### src/rtl/mem_access_stage_pkg.sv
// Shared types for the memory-access stage: pipeline bundles, FSM states, funct3 codes and dbus structs.
// MEM_MISALIGN_CHECK_EN adds the misalign flag to memory_data_t.
package mem_access_stage_pkg;

    localparam int XLEN        = 64;
    localparam int ALIGN_BYTES = 8;
    localparam int OFFSET_W    = $clog2(ALIGN_BYTES);

    typedef logic [XLEN-1:0]        word_t;
    typedef logic [4:0]             creg_addr_t;
    typedef logic [31:0]            instr_t;
    typedef logic [ALIGN_BYTES-1:0] strobe_t;

    typedef enum logic [1:0] {
        MSIZE1 = 2'd0,
        MSIZE2 = 2'd1,
        MSIZE4 = 2'd2,
        MSIZE8 = 2'd3
    } msize_t;

    typedef enum logic [1:0] {
        IDLE = 2'd0,
        BUS  = 2'd1,
        HOLD = 2'd2
    } mem_state_t;

    localparam logic [2:0] F3_LB  = 3'b000;
    localparam logic [2:0] F3_LH  = 3'b001;
    localparam logic [2:0] F3_LW  = 3'b010;
    localparam logic [2:0] F3_LD  = 3'b011;
    localparam logic [2:0] F3_LBU = 3'b100;
    localparam logic [2:0] F3_LHU = 3'b101;
    localparam logic [2:0] F3_LWU = 3'b110;
    localparam logic [2:0] F3_SB  = 3'b000;
    localparam logic [2:0] F3_SH  = 3'b001;
    localparam logic [2:0] F3_SW  = 3'b010;
    localparam logic [2:0] F3_SD  = 3'b011;

    typedef struct packed {
        word_t      pc;
        instr_t     raw_instr;
        word_t      aluout;
        word_t      writedata;
        creg_addr_t dst;
        logic       memread;
        logic       memwrite;
        logic       memtoreg;
        logic       regwrite;
    } execute_data_t;

    typedef struct packed {
        logic       valid;
        logic       regwrite;
        logic       memtoreg;
        creg_addr_t dst;
        word_t      pc;
        instr_t     raw_instr;
        word_t      aluout;
        word_t      memdata;
`ifdef MEM_MISALIGN_CHECK_EN
        logic       misalign;
`endif
    } memory_data_t;

    typedef struct packed {
        logic    valid;
        word_t   addr;
        msize_t  size;
        strobe_t strobe;
        word_t   data;
    } dbus_req_t;

    typedef struct packed {
        logic  addr_ok;
        logic  data_ok;
        word_t data;
    } dbus_resp_t;

    // Byte-lane mask of an access of the given size, before shifting to its offset.
    function automatic strobe_t size_mask(input msize_t size);
        unique case (size)
            MSIZE1:  return strobe_t'(8'h01);
            MSIZE2:  return strobe_t'(8'h03);
            MSIZE4:  return strobe_t'(8'h0F);
            default: return strobe_t'(8'hFF);
        endcase
    endfunction

    function automatic logic is_misaligned(input logic [OFFSET_W-1:0] offset, input msize_t size);
        logic [OFFSET_W-1:0] low_mask;
        unique case (size)
            MSIZE1:  low_mask = 3'b000;
            MSIZE2:  low_mask = 3'b001;
            MSIZE4:  low_mask = 3'b011;
            default: low_mask = 3'b111;
        endcase
        return (offset & low_mask) != '0;
    endfunction

endpackage

### src/rtl/mem_access_stage_load_extend.sv
// Load-data alignment and sign/zero extension: shifts the addressed bytes down
// and extends them according to funct3. Purely combinational.
module load_extend
    import mem_access_stage_pkg::*;
(
    input  word_t               data_i,
    input  logic [OFFSET_W-1:0] offset_i,
    input  logic [2:0]          funct3_i,
    output word_t               ext_o
);

    word_t shifted;

    always_comb begin
        // NOTE: every output of a combinational block gets a default first so no latch is inferred.
        shifted = data_i >> {offset_i, 3'b000};
        ext_o   = shifted;
        unique case (funct3_i)
            F3_LB:   ext_o = {{(XLEN-8){shifted[7]}},   shifted[7:0]};
            F3_LH:   ext_o = {{(XLEN-16){shifted[15]}}, shifted[15:0]};
            F3_LW:   ext_o = {{(XLEN-32){shifted[31]}}, shifted[31:0]};
            F3_LBU:  ext_o = {{(XLEN-8){1'b0}},         shifted[7:0]};
            F3_LHU:  ext_o = {{(XLEN-16){1'b0}},        shifted[15:0]};
            F3_LWU:  ext_o = {{(XLEN-32){1'b0}},        shifted[31:0]};
            default: ext_o = shifted;
        endcase
    end

endmodule

### src/rtl/mem_access_stage.sv
// Memory-access pipeline stage: issues loads/stores on dbus, stalls until data_ok, forwards load data.
// Optional MEM_MISALIGN_CHECK_EN: misaligned accesses skip the bus and retire flagged after one cycle.
module mem_access_stage
    import mem_access_stage_pkg::*;
(
    input  logic          clk,
    input  logic          resetn,
    input  logic          in_valid,
    input  execute_data_t in_data,
    output logic          in_ready,
    output logic          out_valid,
    output memory_data_t  out_data,
    input  logic          out_ready,
    input  logic          flush,
    output dbus_req_t     dreq,
    input  dbus_resp_t    dresp,
    output word_t         memdata_fwd
);

    mem_state_t    state_q, state_d;
    execute_data_t ex_q, ex_d;
    memory_data_t  out_q, out_d;
    logic          out_valid_q, out_valid_d;
    logic          flushed_q, flushed_d;

    logic                accept;
    logic                in_is_mem;
    logic                go_bus;
    logic [OFFSET_W-1:0] offset;
    msize_t              size;
    word_t               load_ext;
    logic                unused_addr_ok;

    function automatic memory_data_t build_result(input execute_data_t ex, input word_t memdata);
        memory_data_t r;
        r           = '0;
        r.valid     = 1'b1;
        r.regwrite  = ex.regwrite & ~ex.memwrite;
        r.memtoreg  = ex.memtoreg;
        r.dst       = ex.dst;
        r.pc        = ex.pc;
        r.raw_instr = ex.raw_instr;
        r.aluout    = ex.aluout;
        r.memdata   = memdata;
        return r;
    endfunction

    assign offset         = ex_q.aluout[OFFSET_W-1:0];
    assign size           = msize_t'(ex_q.raw_instr[13:12]);
    assign in_is_mem      = in_data.memread | in_data.memwrite;
    assign in_ready       = (state_q == IDLE) && (!out_valid_q || out_ready);
    assign accept         = in_valid && in_ready && !flush;
    assign unused_addr_ok = dresp.addr_ok;

`ifdef MEM_MISALIGN_CHECK_EN
    assign go_bus = in_is_mem &&
                    !is_misaligned(in_data.aluout[OFFSET_W-1:0], msize_t'(in_data.raw_instr[13:12]));
`else
    assign go_bus = in_is_mem;
`endif

    load_extend u_load_extend (
        .data_i   (dresp.data),
        .offset_i (offset),
        .funct3_i (ex_q.raw_instr[14:12]),
        .ext_o    (load_ext)
    );

    always_comb begin
        state_d     = state_q;
        ex_d        = ex_q;
        out_d       = out_q;
        out_valid_d = out_valid_q;
        flushed_d   = flushed_q;

        unique case (state_q)
            IDLE: begin
                if (out_ready || flush) out_valid_d = 1'b0;
                if (accept) begin
                    if (go_bus) begin
                        ex_d      = in_data;
                        flushed_d = 1'b0;
                        state_d   = BUS;
                    end else begin
                        out_d       = build_result(in_data, '0);
`ifdef MEM_MISALIGN_CHECK_EN
                        out_d.misalign = in_is_mem;
                        if (in_is_mem) out_d.regwrite = 1'b0;
`endif
                        out_valid_d = 1'b1;
                    end
                end
            end
            BUS: begin
                // The bus cannot be cancelled: a flush only marks the result for discard.
                if (dresp.data_ok) begin
                    flushed_d = 1'b0;
                    if (flushed_q || flush) begin
                        state_d = IDLE;
                    end else begin
                        out_d       = build_result(ex_q, ex_q.memread ? load_ext : '0);
                        out_valid_d = 1'b1;
                        state_d     = out_ready ? IDLE : HOLD;
                    end
                end else if (flush) begin
                    flushed_d = 1'b1;
                end
            end
            HOLD: begin
                if (out_ready || flush) begin
                    out_valid_d = 1'b0;
                    state_d     = IDLE;
                end
            end
            default: state_d = IDLE;
        endcase
    end

    always_comb begin
        dreq       = '0;
        dreq.valid = (state_q == BUS);
        dreq.addr  = ex_q.aluout;
        dreq.size  = size;
        if (ex_q.memwrite) begin
            dreq.strobe = size_mask(size) << offset;
            dreq.data   = ex_q.writedata << {offset, 3'b000};
        end
    end

    always_comb begin
        out_data       = out_q;
        out_data.valid = out_valid_q;
    end

    assign out_valid   = out_valid_q;
    assign memdata_fwd = out_q.memdata;

    always_ff @(posedge clk or negedge resetn) begin
        if (!resetn) begin
            state_q     <= IDLE;
            ex_q        <= '0;
            out_q       <= '0;
            out_valid_q <= 1'b0;
            flushed_q   <= 1'b0;
        end else begin
            // NOTE: sequential state uses non-blocking assignments so all registers update together.
            state_q     <= state_d;
            ex_q        <= ex_d;
            out_q       <= out_d;
            out_valid_q <= out_valid_d;
            flushed_q   <= flushed_d;
        end
    end

endmodule

### config.mk
export PLATFORM = sky130hd
export DESIGN_NAME = mem_access_stage
export DESIGN_NICKNAME = d
export VERILOG_FILES = /design/src/rtl/mem_access_stage_pkg.sv /design/src/rtl/mem_access_stage_load_extend.sv /design/src/rtl/mem_access_stage.sv
export SDC_FILE = /design/constraint.sdc
export NUM_CORES = 1
export LEC_CHECK = 0
export CORE_ASPECT_RATIO = 2
export CORE_UTILIZATION = 25
export CTS_CLUSTER_SIZE = 14
export DETAILED_ROUTE_END_ITERATION = 10
export GPL_TIMING_DRIVEN = 0
export MAX_ROUTING_LAYER = met4
export PLACE_DENSITY = 0.55
export SLEW_MARGIN = 20
export SYNTH_ARGS = -nofsm -noshare
export SYNTH_HDL_FRONTEND = slang
export SYNTH_SLANG_ARGS = --single-unit
### constraint.sdc
create_clock -name clk -period 2.4 [get_ports clk]
set_input_delay 0.6 -clock clk [delete_from_list [all_inputs] [get_ports clk]]
set_output_delay 0.6 -clock clk [all_outputs]
set_load 0.03 [all_outputs]
**After elaboration in Yosys (flattened, before gate mapping)**

Index checks and enable logic that the tools add are counted.

- Bits in registers: 468
- Bits of input ports: 304
- Output and inout bits: 437
- Word-level logic and storage cells: 89

- Equality and inequality tests: 16
- Shift operators: 3
- Mux-type cells: 28
- Bitwise operators: 5
- Reductions and logical operators: 18

Operators by type and width:

| operator | count |
|---|---|
| $mux 231 | 4 |
| $pmux 231 s2 | 1 |
| $pmux 64 s6 | 1 |
| $mux 72 | 1 |
| $mux 64 | 1 |
| $shl 64x6->64 | 1 |
| $shr 64x6->64 | 1 |
| $pmux 8 s3 | 1 |
| $mux 2 | 6 |
| $ne 2x2->1 const B | 5 |
| $eq 3x3->1 const B | 3 |
| $mux 1 | 9 |
| $mux 8 | 1 |
| $reduce_and 4->1 | 2 |
| $shl 8x3->8 | 1 |
| $pmux 2 s3 | 1 |
| $reduce_and 3->1 | 2 |
| $reduce_and 5->1 | 1 |
| $eq 2x1->1 const B | 2 |
| $eq 2x2->1 const B | 2 |
| $logic_not 2->1 | 2 |
| $eq 3x1->1 const B | 1 |
| $eq 3x2->1 const B | 1 |
| $logic_and 1x1->1 | 3 |
| 12 further kinds | 17 |

**Logic depth before layout (Yosys ltp)**

- Depth in word-level cells: 7
- Gate-level depth with buffers: 10
- Gate-level depth less buffers: 6

**Cells and area by module**

From an unflattened synthesis, not the netlist that was laid out.

- Cell total of the unflattened synthesis: 2130
- Area total of the unflattened synthesis: 24223.2 µm²

By module, submodules not included:

| module | instances | cells an instance | area each (µm²) | sequential area each (µm²) |
|---|---|---|---|---|
| mem_access_stage | 1 | 1837 | 21884.7 | 11711.2 |
| load_extend | 1 | 293 | 2338.5 | 0.0 |

**Worst setup path before layout**

Ideal clock, no wire load.

- Path type: register -> output
- Start point: reg ex_q, in the netlist dreq[74]
- End point: out dreq[0] (netlist bit)
- Arrival time: 2.530 ns
- Required time: 1.800 ns
- Setup slack: -0.730 ns
- Stages on the path, launching flop included: 7
- Buffers on the path: 4
- Cell sequence: dfrtp_1 -> buf_4 -> buf_4 -> clkbuf_1 -> buf_2 -> nor3_1 -> and2_1

RTL lines:

| what | line | text |
|---|---|---|
| start: declaration | mem_access_stage.sv:21 | `execute_data_t ex_q, ex_d;` |
| start signal: assignment | mem_access_stage.sv:141 | `ex_q <= '0;` |
| start signal: assignment | mem_access_stage.sv:148 | `ex_q <= ex_d;` |
| end: declaration | mem_access_stage.sv:15 | `output dbus_req_t dreq,` |

==> results.json <==
{
  "status": "complete, but fails checks",
  "violations": "setup timing",
  "vias_per_cell": 4.70,
  "utilization_pct": 39.9,
  "cp_data_arrival_time_ns": 2.49,
  "ys_seq_elements": 468,
  "syn-num-nets": 2435,
  "synthFlopType": "dfrtp_1",
  "drtAntennaViolNets": 0,
  "worst_pin_slew_ns": 1.12,
  "finalSetupViolCount": 121,
  "yosysWarnings": 0,
  "crit_path_top_delay_cell": "dfrtp_1",
  "io_buffers": 739,
  "first_pass_iters": 5,
  "post_drt_wl_per_cell_um": 26.1,
  "insertion_delay_ns": 0.60,
  "layout_worst_path_cycle_share_pct": 129,
  "synthCells": 2127,
  "final_hold_viol_count": 0,
  "slew_violations": 0,
  "core_sq_mm": 0.0927,
  "cts_sinks": 468,
  "fp.dieW_um": 218,
  "yosysUniqueCellTypes": 43,
  "die_h_um": 435,
  "finClkSkew_ns": 0.0164,
  "holdCritPathClass": "reg -> reg",
  "h-tree-depth": 2,
  "grt_max_degree": 91,
  "dieArea_sq_mm": 0.0950,
  "grt-ovfl-total": 0,
  "cts-buffers-inserted": 48,
  "grt_pass1_wl_um": 155000,
  "ys_seq_area_share_pct": 50.0,
  "peakVddDrop_mv": 1.29,
  "criticalPathCategory": "reg -> out",
  "antenna_found_initial": 19,
  "avgSynthCellArea_sq_um": 11.0,
  "areaGrowthSynthToFinish_pct": 57.9,
  "drcViolationCount": 0,
  "ioPinCount": 741,
  "vias": 19968,
  "post-route-min-period_ns": 3.09,
  "p_leak_nw": 18.0,
  "start_util_pct": 25.3,
  "fin_nets": 3300,
  "max_stage_delay_ns": 0.40,
  "row_count": 158,
  "grt.total_usage_pct": 23.4,
  "cp_max_fo": 6,
  "tns_ns": -49.19,
  "gp_congestion": 1.03,
  "relSlewSlack_pct": 24.3,
  "netlist_area_sq_mm": 0.0234,
  "fmax_ghz": 0.324,
  "drt_iter0_drc": 944,
  "start_kind": "flop",
  "endpoint_kind": "primary output",
  "cap_violations": 0,
  "drive_gt1_share_pct": 31.9,
  "cts_buffer_depth": 3,
  "routed_wl_um": 111000,
  "grt_pass1_vias": 21323,
  "dpl_worst_slack_ns": -2.33,
  "required_ns": 1.80,
  "path_clk_slew_ns": 0.06,
  "synth_edf_count": 0,
  "cts_tree": "yes",
  "cts_root_buf": "clkbuf_16",
  "dp_hpwl_um": 87500,
  "path_cells": "buf_6 -> buf_12 -> buf_8 -> buf_12 -> buf_12 -> mux2_2 -> nand2_1 -> o21ai_1 -> mux2i_1 -> nor2_2 -> buf_6",
  "grt_setup_unrepaired": "yes",
  "async_flop_share_pct": 100,
  "powerDensity_mw_per_mm2": 1640,
  "cp_common_cell": "buf_12",
  "fin_ws_ns": -0.691
}
==> metrics by stage <==
step / hold slack [ns] / area (sq um) / power [mW] / cells
final: 0.476 / 37000 / 60.7 / 4246
after global routing: 0.494 / 37000 / 63.7 / 4246
after CTS: 0.484 / 36000 / 60.4 / 4209
after detailed placement: 0.469 / 32700 / 49.1 / 4071
after global placement: 0.460 / 32500 / 48.9 / 4066
after floorplan: 0.304 / 23600 / 34.2 / 2127
==> cell families (layout without fill, tap and decap cells) <==
| family | after synthesis | count (layout) | share of synthesized area (%) |
|---|---|---|---|
| buffers and inverters | 299 | 1202 | 7.11 |
| DFF | 468 | 468 | 50.0 |
| adders and majority gates | 4 | 4 | 0.214 |
| muxes | 556 | 556 | 25.4 |
| AOI/OAI and AO/OA | 421 | 421 | 10.5 |
| and+or+nand+nor | 379 | 380 | 6.74 |
| other | 0 | 15 | 0 |
==> power breakdown <==
group / total, mW / internal, mW / switching [mW]
Clock: 7.88 / 4.41 / 3.48
Combinational: 38.3 / 16.5 / 21.8
Sequential: 14.5 / 11.7 / 2.83
Total: 60.7 / 32.6 / 28.1
==> routing by layer <==
metal | GRT usage, % | wire, um | up-vias
met4 | 13.7 | 7160 | 0
met5 | - | 0 | -
met1 | 23.1 | 38600 | 9831
met2 | 41.1 | 57100 | 827
li1 | - | - | 9075
met3 | 5.83 | 8050 | 235
==> flip-flops by register name, indices dropped and copies added, names as in the netlist <==
| signal | count |
|---|---|
| state_q | 2 |
| flushed_q | 1 |
| dreq | 66 |
| ex_q | 167 |
| memdata_fwd | 64 |
| out_data | 167 |
| out_valid | 1 |
==> worst max-delay path, delay by kind of cell (launching register included) <==
family | cells | cell delay [ns]
multiplexers | 2 | 0.49
AO/OA/AOI/OAI | 1 | 0.10
buffers and inverters | 6 | 0.80
AND/OR/NAND/NOR | 2 | 0.13
flip-flops | 1 | 0.40
==> cells in the mapped netlist, types with 2 or more instances <==
master	number	area [sq um]
o21bai_1	2	15.0
mux2_2	294	3310
nor2_1	64	240
nor2b_1	19	119
dfrtp_1	468	11700
inv_1	8	30.0
a221oi_1	3	26.3
or3_1	2	12.5
o22ai_1	9	56.3
nor3_1	2	10.0
mux4_2	2	45.0
buf_2	11	55.1
buf_4	133	998
a21o_1	9	67.6
o221ai_1	7	61.3
clkbuf_1	133	499
a22o_1	40	350
ha_1	4	50.1
a311o_1	7	70.1
or2_2	3	18.8
and2_1	10	62.6
a32oi_1	2	17.5
and2_0	6	37.5
nand3_1	2	10.0
nand2b_1	14	87.6
buf_6	4	45.0
a221o_1	2	20.0
nand2_1	252	946
buf_1	10	37.5
o22a_1	9	78.8
o21ai_0	286	1430
mux2i_1	260	2600
a21oi_1	39	195
nor3b_1	2	15.0
==> final cells by class <==
| type | count | area, sq um |
|---|---|---|
| fillers | 9049 | 55800 |
| flip-flops and latches | 468 | 11700 |
| multi-input cells | 1361 | 11000 |
| repair buffers | 823 | 8770 |
| plain buffers | 282 | 2290 |
| well taps | 1200 | 1500 |
| clock buffers | 71 | 1450 |
| clock inverters | 18 | 161 |
| diodes | 15 | 37.5 |
| inverters | 8 | 32.5 |
==> worst paths after layout <==
| path | to | cells after the start | start | slack, ns |
|---|---|---|---|---|
| min | out_data[107] | 2 | out_data[107] | 0.48 |
| max in group asynchronous | out_valid | 5 | resetn | 0.36 |
| max | dreq[51] | 11 | dreq[74] | -0.69 |
| min in group asynchronous | out_data[146] | 2 | resetn | 0.52 |
| max reg2reg | memdata_fwd[55] | 14 | dreq[74] | -0.39 |
| min reg2reg | out_data[107] | 2 | out_data[107] | 0.48 |
==> cell usage in the layout, fill, tap and decap left out, drive strengths merged, types with 3 or more instances in the layout <==
master,Yosys,final
clkdlybuf4s50,0,523
dfrtp,468,468
buf,158,327
mux2,294,294
o21ai,286,286
mux2i,260,260
nand2,252,252
clkbuf,133,183
dlymetal6s2s,0,141
nor2,65,65
a22o,40,40
a21oi,40,40
nor2b,19,19
and2,16,16
diode,0,15
nand2b,14,14
clkinv,0,12
o22ai,9,9
o22a,9,9
a21o,9,9
inv,8,8
a311o,7,7
o221ai,7,7
clkinvlp,0,4
or2,3,4
ha,4,4
a221oi,3,3
==> timing repair <==
item	CTS	global route
hold buffers	1	0
endpoints found under the setup margin	656	588
gates resized for setup	831	327
pin swaps	38	41
endpoints found under the hold margin	58	0
cloned	7	2
setup buffers	46	32
(Power assumes the default switching activity.)
